### config.mk
export PLATFORM = sky130hd
export DESIGN_NAME = uart_rx_param
export DESIGN_NICKNAME = d
export VERILOG_FILES = /design/src/rtl/uart_pkg.sv /design/src/rtl/uart_baud_tick.sv /design/src/rtl/uart_rx_param.sv
export SDC_FILE = /design/constraint.sdc
export NUM_CORES = 1
export LEC_CHECK = 0
export BUFFER_PORTS_ARGS = -buffer_cell sky130_fd_sc_hd__buf_2
export CORE_ASPECT_RATIO = 1.75
export CORE_MARGIN = 10
export CORE_UTILIZATION = 45
export DETAILED_ROUTE_END_ITERATION = 10
export PLACE_DENSITY = 0.65
export RECOVER_POWER = 100
export SYNTH_ARGS = -nofsm -noshare
export SYNTH_HDL_FRONTEND = slang
export SYNTH_SLANG_ARGS = --single-unit
### constraint.sdc
create_clock -name clk -period 1.8 [get_ports clk]
set_input_delay 0.18 -clock clk [delete_from_list [all_inputs] [get_ports clk]]
set_output_delay 0.18 -clock clk [all_outputs]
set_load 0.01 [all_outputs]
### src/rtl/uart_pkg.sv
// Shared UART types and constants for the receiver and transmitter.
// No logic of its own; pure declarations plus a small vote helper.
// Not applicable: nothing here carries traffic.
package uart_pkg;

    typedef enum logic [2:0] {
        IDLE,
        START,
        DATA,
        PARITY,
        STOP
    } rx_state_t;

    localparam int PAR_NONE = 0;
    localparam int PAR_EVEN = 1;
    localparam int PAR_ODD  = 2;

    // Level of an idle serial line; synchroniser flops reset to this.
    localparam logic LINE_IDLE = 1'b1;

    // 2-of-3 majority of three line samples.
    function automatic logic maj3(input logic [2:0] s);
        return (s[0] & s[1]) | (s[0] & s[2]) | (s[1] & s[2]);
    endfunction

endpackage

### src/rtl/uart_baud_tick.sv
// Free-running oversample tick: one clk-wide pulse every BAUD_DIV cycles.
// Latency: tick is decoded directly from the counter, no extra register stage.
// Backpressure: none; the tick never stalls and is never restarted by frames.
module uart_baud_tick #(
    parameter int BAUD_DIV = 27
) (
    input  logic clk,
    input  logic reset_n,
    output logic tick
);

    localparam int TICK_W = $clog2(BAUD_DIV);
    localparam logic [TICK_W-1:0] TICK_LAST = TICK_W'(BAUD_DIV - 1);

    logic [TICK_W-1:0] cnt;

    // Count 0..BAUD_DIV-1 and wrap.
    always_ff @(posedge clk or negedge reset_n) begin
        if (!reset_n) begin
            cnt <= '0;
        end else begin
            cnt <= (cnt == TICK_LAST) ? '0 : cnt + 1'b1;
        end
    end

    assign tick = (cnt == TICK_LAST);

endmodule

### src/rtl/uart_rx_param.sv
// Parametrised single-clock UART receiver with parity/framing/overrun reporting.
// Latency: rx_valid rises 1 clk after the tick that samples the last stop bit.
// Backpressure: one-word holding register; a frame completing while it is full is dropped with an overrun_err pulse.
// Build option UART_RX_MAJORITY_EN: 2-of-3 vote over ticks mid-1/mid/mid+1, decision on mid+1.
module uart_rx_param
    import uart_pkg::*;
#(
    parameter int DATA_BITS   = 8,
    parameter int PARITY_MODE = 1,
    parameter int STOP_BITS   = 1,
    parameter int OVERSAMPLE  = 16,
    parameter int BAUD_DIV    = 27
) (
    input  logic                 clk,
    input  logic                 reset_n,
    input  logic                 rx_line,
    output logic [DATA_BITS-1:0] rx_data,
    output logic                 rx_valid,
    input  logic                 rx_ready,
    output logic                 parity_err,
    output logic                 frame_err,
    output logic                 overrun_err
);

    localparam int OS_W = $clog2(OVERSAMPLE);
    localparam int BC_W = $clog2(DATA_BITS + 1);
    localparam int MID  = OVERSAMPLE / 2 - 1;
`ifdef UART_RX_MAJORITY_EN
    localparam int DECIDE = MID + 1;
`else
    localparam int DECIDE = MID;
`endif
    localparam logic [OS_W-1:0] OS_DECIDE    = OS_W'(DECIDE);
    localparam logic [OS_W-1:0] OS_LAST      = OS_W'(OVERSAMPLE - 1);
    localparam logic [BC_W-1:0] BC_LAST_DATA = BC_W'(DATA_BITS - 1);
    localparam logic [BC_W-1:0] BC_LAST_STOP = BC_W'(STOP_BITS - 1);

    logic                 sync_q1;
    logic                 sync_q2;
    logic                 tick;
    logic                 bit_val;
    logic                 sample_now;
    rx_state_t            state;
    logic [OS_W-1:0]      os_cnt;
    logic [BC_W-1:0]      bit_cnt;
    logic [DATA_BITS-1:0] shreg;
    logic                 par_err_q;
    logic                 frm_err_q;

    uart_baud_tick #(
        .BAUD_DIV(BAUD_DIV)
    ) u_baud_tick (
        .clk    (clk),
        .reset_n(reset_n),
        .tick   (tick)
    );

    // Two-flop synchroniser for the asynchronous serial line.
    always_ff @(posedge clk or negedge reset_n) begin
        if (!reset_n) begin
            sync_q1 <= LINE_IDLE;
            sync_q2 <= LINE_IDLE;
        end else begin
            sync_q1 <= rx_line;
            sync_q2 <= sync_q1;
        end
    end

`ifdef UART_RX_MAJORITY_EN
    logic [1:0] hist;

    // Keep the line value seen on the two previous ticks for the vote.
    always_ff @(posedge clk or negedge reset_n) begin
        if (!reset_n) begin
            hist <= {2{LINE_IDLE}};
        end else if (tick) begin
            hist <= {hist[0], sync_q2};
        end
    end

    assign bit_val = maj3({hist, sync_q2});
`else
    assign bit_val = sync_q2;
`endif

    // Bit phase is fixed at start detection; every later decision is a whole bit apart.
    assign sample_now = tick && (os_cnt == OS_DECIDE);

    // Frame FSM plus output holding register.
    always_ff @(posedge clk or negedge reset_n) begin
        if (!reset_n) begin
            state       <= IDLE;
            os_cnt      <= '0;
            bit_cnt     <= '0;
            shreg       <= '0;
            par_err_q   <= 1'b0;
            frm_err_q   <= 1'b0;
            rx_data     <= '0;
            rx_valid    <= 1'b0;
            parity_err  <= 1'b0;
            frame_err   <= 1'b0;
            overrun_err <= 1'b0;
        end else begin
            overrun_err <= 1'b0;
            if (rx_valid && rx_ready) begin
                rx_valid <= 1'b0;
            end
            if (tick) begin
                os_cnt <= (os_cnt == OS_LAST) ? '0 : os_cnt + 1'b1;
            end

            case (state)
                IDLE: begin
                    os_cnt <= '0;
                    if (!sync_q2) begin
                        state <= START;
                    end
                end
                START: begin
                    if (sample_now) begin
                        if (bit_val) begin
                            state <= IDLE;
                        end else begin
                            state     <= DATA;
                            bit_cnt   <= '0;
                            par_err_q <= 1'b0;
                            frm_err_q <= 1'b0;
                        end
                    end
                end
                DATA: begin
                    if (sample_now) begin
                        shreg <= {bit_val, shreg[DATA_BITS-1:1]};
                        if (bit_cnt == BC_LAST_DATA) begin
                            bit_cnt <= '0;
                            state   <= (PARITY_MODE != PAR_NONE) ? PARITY : STOP;
                        end else begin
                            bit_cnt <= bit_cnt + 1'b1;
                        end
                    end
                end
                PARITY: begin
                    if (sample_now) begin
                        par_err_q <= (PARITY_MODE == PAR_ODD) ? ~(^shreg ^ bit_val)
                                                              : (^shreg ^ bit_val);
                        state     <= STOP;
                    end
                end
                STOP: begin
                    if (sample_now) begin
                        if (bit_cnt == BC_LAST_STOP) begin
                            state   <= IDLE;
                            bit_cnt <= '0;
                            if (!rx_valid || rx_ready) begin
                                rx_data    <= shreg;
                                parity_err <= par_err_q;
                                frame_err  <= frm_err_q | ~bit_val;
                                rx_valid   <= 1'b1;
                            end else begin
                                overrun_err <= 1'b1;
                            end
                        end else begin
                            frm_err_q <= frm_err_q | ~bit_val;
                            bit_cnt   <= bit_cnt + 1'b1;
                        end
                    end
                end
                default: state <= IDLE;
            endcase
        end
    end

endmodule
Word-level counts from Yosys, hierarchy flattened. Index checks and enable logic that the tools add are counted.

Input port bits: 4. Bits in registers: 40. Logic and storage cells: 90. Output and inout port bits: 12.

Bitwise logic cells: 3. Reduce and logical (&&, ||, !) cells: 17. Add/sub/neg operators: 3. Multiplexer cells: 36. Equality and inequality tests: 17.

Operators with widths (count): $mux 4 (9); $mux 3 (7); $ne 2x2->1 const B (9); $pmux 3 s5 (1); $mux 1 (14); $pmux 4 s3 (1); $reduce_and 5->1 (2); $add 4x1->4 const B (2); $eq 4x3->1 const B (2); $reduce_and 4->1 (2); $reduce_xor 8->1 (1); $reduce_and 7->1 (1); $eq 3x2->1 const B (2); $reduce_bool 2->1 (3); $add 5x1->5 const B (1); $eq 5x5->1 const B (1); $mux 5 (1); $eq 4x4->1 const B (1); $logic_not 4->1 (1); $pmux 1 s2 (2); $eq 3x1->1 const B (1); $eq 3x3->1 const B (1); $logic_not 3->1 (1); $reduce_bool 3->1 (1); 8 further kinds (9).

Logic depth before layout (Yosys ltp).
Depth after elaboration: 6. Gate-level depth with buffers: 7. Depth with buffers taken out: 6.

Modules after synthesis. Synthesis repeated with hierarchy kept, for this count alone.

Cell total of the unflattened synthesis: 165. Area total of the unflattened synthesis: 1934.4 um^2.

Modules (own cells, without submodules): uart_rx_param (cells each 141, area each 1667.8 um^2, seq. area each 878.3 um^2, instances 1); uart_baud_tick (cells each 24, area each 266.5 um^2, seq. area each 125.1 um^2, instances 1).

Least setup slack after synthesis. Ideal clock, no wire load.

Path kind: reg-to-reg. From: register bit_cnt[0]. To: register frame_err. Setup time: 0.125 ns. Data arrival time: 1.623 ns. Clock period less this slack: 1.747 ns. Path slack: 0.053 ns. Data required time: 1.675 ns. Stages on the path, launching flop included: 7. Buffers on the path: 0. Cells stage by stage: dfrtp_1 > inv_1 > ha_1 > nor3b_2 > nand4_1 > nor2_4 > mux2_2.

Word-level cells in the longest chain between the ends: 2.

RTL lines: start: declaration (RTL line uart_rx_param.sv:45) `logic [BC_W-1:0] bit_cnt;`; start signal: assignment (RTL line uart_rx_param.sv:138) `bit_cnt <= bit_cnt + 1'b1;`; start signal: assignment (RTL line uart_rx_param.sv:164) `bit_cnt <= bit_cnt + 1'b1;`; $logic_not 4->1 (RTL line uart_rx_param.sv:151) `if (bit_cnt == BC_LAST_STOP) begin`; $reduce_and 4->1 (no source line); end signal: assignment (RTL line uart_rx_param.sv:157) `frame_err <= frm_err_q | ~bit_val;`; end: declaration (RTL line uart_rx_param.sv:21) `output logic frame_err,`.

No other way between the ends. A chain may end at the register's enable or synchronous reset.

Worst setup path after layout.
From: register u_baud_tick.cnt[0]. To: register shreg[1].

Word-level cells in the longest chain between the ends: 3.

RTL lines: start: declaration (RTL line uart_baud_tick.sv:15) `logic [TICK_W-1:0] cnt;`; start signal: assignment (RTL line uart_baud_tick.sv:22) `cnt <= (cnt == TICK_LAST) ? '0 : cnt + 1'b1;`; $eq 5x5->1 (RTL line uart_baud_tick.sv:26) `assign tick = (cnt == TICK_LAST);`; $logic_and 1x1->1 (RTL line uart_rx_param.sv:87) `assign sample_now = tick && (os_cnt == OS_DECIDE);`; $reduce_and 2->1 (no source line); end signal: assignment (RTL line uart_rx_param.sv:133) `shreg <= {bit_val, shreg[DATA_BITS-1:1]};`; end: declaration (RTL line uart_rx_param.sv:46) `logic [DATA_BITS-1:0] shreg;`.

No other way between the ends.

==> metrics.md <==
| Metric | Value |
|---|---|
| Result of the run | `finished clean` |
| Input/output buffers | `15` |
| Leakage Power | `1.05 nW` |
| Reg-to-reg setup timing slack | `50 ps` |
| Slew Viols, Final | `0` |
| Clock-pin slew on the worst setup and hold paths | `80 ps` |
| HPWL after DPL | `2770 µm` |
| Maximum number of pins on one net before global-route repair | `22` |
| Hold/Removal Path Class | `in -> reg` |
| Arr. time, crit path | `1940 ps` |
| Mean cell area of the mapped netlist | `11.9 µm²` |
| Hold Crit Start | `rx_ready` |
| Number of buffers on the longest clock path | `2` |
| Num Clock Sinks | `40` |
| Global-route congestion overflow total | `0` |
| Number of design rule violations left after detail routing | `0` |
| Number of placed cells counting well taps | `235` |
| First-pass GRT wire length | `6340 µm` |
| Total number of nets in the final design | `205` |
| Root Driver | `sky130_fd_sc_hd__clkbuf_8` |
| First-iteration detailed-routing DRC count | `32` |
| Reg-to-reg critical path endpoint | `shreg[1]$_DFFE_PN0P_` |
| Global-route usage over all layers | `10.2%` |
| Count of unique library cells instantiated by Yosys | `48` |
| Peak fanout along the critical path | `8` |
| Detailed-route via count | `1342` |
| Crit path buf inv count | `1` |
| R2R depth | `6` |
| Cell chain of the critical path | `inv_1 > ha_2 > and4b_2 > nand2_8 > nor2_4 > mux2_2` |
| Number of filler cells placed in the layout | `351` |
| CTS H-tree depth | `2` |
| DR WL/cell | `15.4 µm` |
| Proportion of layout cells with a drive suffix above 1 | `27.9%` |
| Number of synthesized register bits | `40` |
| Yosys warning count | `0` |
| Antenna violations before repair | `0` |
| Sum of negative setup slack | `0 ps` |
| Hold path cells | `3` |
| Total core area | `0.00415 mm²` |
| Measured slew at the worst slew-check pin | `1150 ps` |
| Worst supply voltage drop on vdd | `0.000579 V` |
| Slew margin rel. | `23.5%` |
| Horizontal die dimension | `69.7 µm` |
| Part of the Yosys area used for sequential elements | `51.6%` |
| Post-synthesis async set-or-reset flop share | `100%` |
| Post-layout minimum cycle time | `1750 ps` |
| Commonest non-fill, non-tap cell in the layout | `sky130_fd_sc_hd__dfrtp_1` |
| Worst Hold End | `overrun_err$_DFF_PN0_` |
| Critical path's largest stage delay | `380 ps` |
| Setup repair after global routing missed its margin | `yes` |
| Final Wtd Congestion | `0.812` |
| Die extent in y | `107 µm` |
| Final core utilization | `57.4%` |
| Area of the die | `0.00746 mm²` |
| Post-DRT Antenna Nets | `0` |
| Maximum clock rate | `571 MHz` |
| Path type of the worst setup path | `reg -> reg` |
| Number of setup violations in the final report | `0` |
| Layout overhead on the synthesized area | `22.4%` |
| Final std cells w/o fill | `246` |
| Syn nets | `173` |
| Summed instance area of the synthesized netlist | `0.00195 mm²` |
| 1st-pass router iterations | `4` |
| Via-per-instance ratio | `5.46` |
| Data required time at the worst endpoint | `1990 ps` |
| Worst setup SP type | `register` |
| CP top delay family | `simple AND/OR/NAND/NOR gates` |
| Final Hold Violating Endpoints | `0` |
| Final wirelength | `3790 µm` |
| Critical register-to-register path startpoint | `u_baud_tick.cnt[0]$_DFF_PN0_` |
| Cell Pwr Density | `731 mW/mm²` |
| Cell count after synthesis | `164` |
| Top library cells by usage in the layout, fill and taps aside | `38 x sky130_fd_sc_hd__dfrtp_1, 14 x sky130_fd_sc_hd__clkbuf_1, 12 x sky130_fd_sc_hd__mux2_4` |
| Num rows | `31` |
| Io pins | `16` |
| Initial standard-cell utilization of the core | `46.9%` |
| Part of the cycle the worst path needs | `97.3%` |
| Worst clock skew on the final layout | `6.36 ps` |
| Max-cap violations | `0` |
| CTS Buf Count | `5` |
| Clock tree from TritonCTS | `built` |
| Hold Worst Slack | `188 ps` |
| Via count of the first global-routing pass | `1420` |
| Most used DFF post-synth | `sky130_fd_sc_hd__dfrtp_1` |
| EDFF count, synth | `0` |
| Worst-Skew Late Latency | `300 ps` |
| Critical Path End Type | `register` |
| Cell with the largest stage delay on the worst path | `sky130_fd_sc_hd__dfrtp_1` |
| Inserted Diodes | `0` |
where the power goes:
group / leakage [nW] / total, mW / switching [mW] / internal (mW)
clock: 0.0645 / 0.798 / 0.309 / 0.489
sequential: 0.527 / 0.905 / 0.00260 / 0.902
combinational: 0.454 / 0.0370 / 0.0234 / 0.0136
total: 1.05 / 1.74 / 0.335 / 1.40
flip-flops by register name, summed over array words and instances (netlist names), 3 cells and up:
register	cells
os_cnt	4
shreg	8
state	3
rx_data	8
bit_cnt	4
u_baud_tick.cnt	5
synthesized netlist by cell type (2+ instances only):
| cell | instances | area, µm² |
|---|---|---|
| sky130_fd_sc_hd__or3b_1 | 2 | 17.5 |
| sky130_fd_sc_hd__a31oi_1 | 3 | 18.8 |
| sky130_fd_sc_hd__clkbuf_1 | 2 | 7.51 |
| sky130_fd_sc_hd__mux2_2 | 18 | 203 |
| sky130_fd_sc_hd__o2bb2ai_1 | 2 | 17.5 |
| sky130_fd_sc_hd__or3_1 | 2 | 12.5 |
| sky130_fd_sc_hd__inv_1 | 5 | 18.8 |
| sky130_fd_sc_hd__nand3b_1 | 2 | 15.0 |
| sky130_fd_sc_hd__dfrtp_1 | 38 | 951 |
| sky130_fd_sc_hd__nand3_1 | 5 | 25.0 |
| sky130_fd_sc_hd__a21oi_1 | 5 | 25.0 |
| sky130_fd_sc_hd__ha_1 | 5 | 62.6 |
| sky130_fd_sc_hd__o21ai_1 | 2 | 10.0 |
| sky130_fd_sc_hd__nand2b_1 | 3 | 18.8 |
| sky130_fd_sc_hd__nand4_1 | 2 | 12.5 |
| sky130_fd_sc_hd__nand2_1 | 11 | 41.3 |
| sky130_fd_sc_hd__xnor2_1 | 6 | 52.6 |
| sky130_fd_sc_hd__o21ai_0 | 4 | 20.0 |
| sky130_fd_sc_hd__nor2_4 | 2 | 22.5 |
| sky130_fd_sc_hd__xor2_1 | 4 | 35.0 |
| sky130_fd_sc_hd__mux2i_1 | 3 | 30.0 |
| sky130_fd_sc_hd__dfstp_2 | 2 | 52.6 |
| sky130_fd_sc_hd__nor2_1 | 10 | 37.5 |
| sky130_fd_sc_hd__nor2b_1 | 2 | 12.5 |
per-layer routing:
layer | track usage (%) | vias up | routed length (µm)
li1 | - | 652 | -
met1 | 10.7 | 662 | 1570
met2 | 17.8 | 18 | 1960
met3 | 3.32 | 10 | 174
met4 | 5.38 | 0 | 88
met5 | 0 | - | 0
layout make-up:
type                            count  area, µm²  share of cell area [%]
Clock buffer                        7       96.3                    4.05
Clock inverter                      1       30.0                    1.26
Inverter                            5       18.8                   0.788
Multi-Input combinational cell    114        970                    40.7
Sequential cell                    40       1000                    42.1
Tap cell                           49       61.3                    2.57
Timing Repair Buffer               30        201                    8.46
tightest hold or removal path: stages:
cell	delay, ps
sky130_fd_sc_hd__buf_2	70
sky130_fd_sc_hd__nand2b_1	140
sky130_fd_sc_hd__nor2_1	60
logic make-up after synthesis:
family,count (synthesis),synth area share (%)
muxes,21,12.0
AOI/OAI and AO/OA,24,7.98
xor gates and xnor gates,11,5.66
buffers and inverters,10,2.57
and+or+nand+nor,53,17.0
DFF,40,51.6
adders and majority gates,5,3.22
per-stage QoR:
stage / power, mW / setup slack (ps) / instance area, µm²
floorplan: 0.929 / 52.7 / 1950
global route: 1.80 / -31.0 / 2380
finish: 1.74 / 48.7 / 2380
detailed placement: 0.957 / -57.8 / 2170
global placement: 0.956 / 23.9 / 2170
CTS: 1.75 / 21.4 / 2310
what timing repair did:
| action | in CTS | in global routing |
|---|---|---|
| hold buffers | 2 | 0 |
| resized for setup | 2 | 21 |
| buffers inserted | 0 | 1 |
| setup endpoints to repair | 15 | 25 |
| hold endpoints to repair | 20 | 0 |
| pin swaps | 0 | 2 |
how the worst max path moves through the flow:
| stage | startpoint | end | cells after the start |
|---|---|---|---|
| CTS | u_baud_tick.cnt[0]$_DFF_PN0_ | shreg[3]$_DFFE_PN0P_ | 6 |
| floorplan | bit_cnt[0]$_DFFE_PN0P_ | frame_err$_DFFE_PN0P_ | 6 |
| global placement | u_baud_tick.cnt[0]$_DFF_PN0_ | state[1]$_DFFE_PN0P_ | 7 |
| finish | u_baud_tick.cnt[0]$_DFF_PN0_ | shreg[1]$_DFFE_PN0P_ | 6 |
| detailed placement | u_baud_tick.cnt[0]$_DFF_PN0_ | state[1]$_DFFE_PN0P_ | 7 |
| global route | u_baud_tick.cnt[0]$_DFF_PN0_ | shreg[1]$_DFFE_PN0P_ | 6 |
Power figures use the tool's default switching activity.
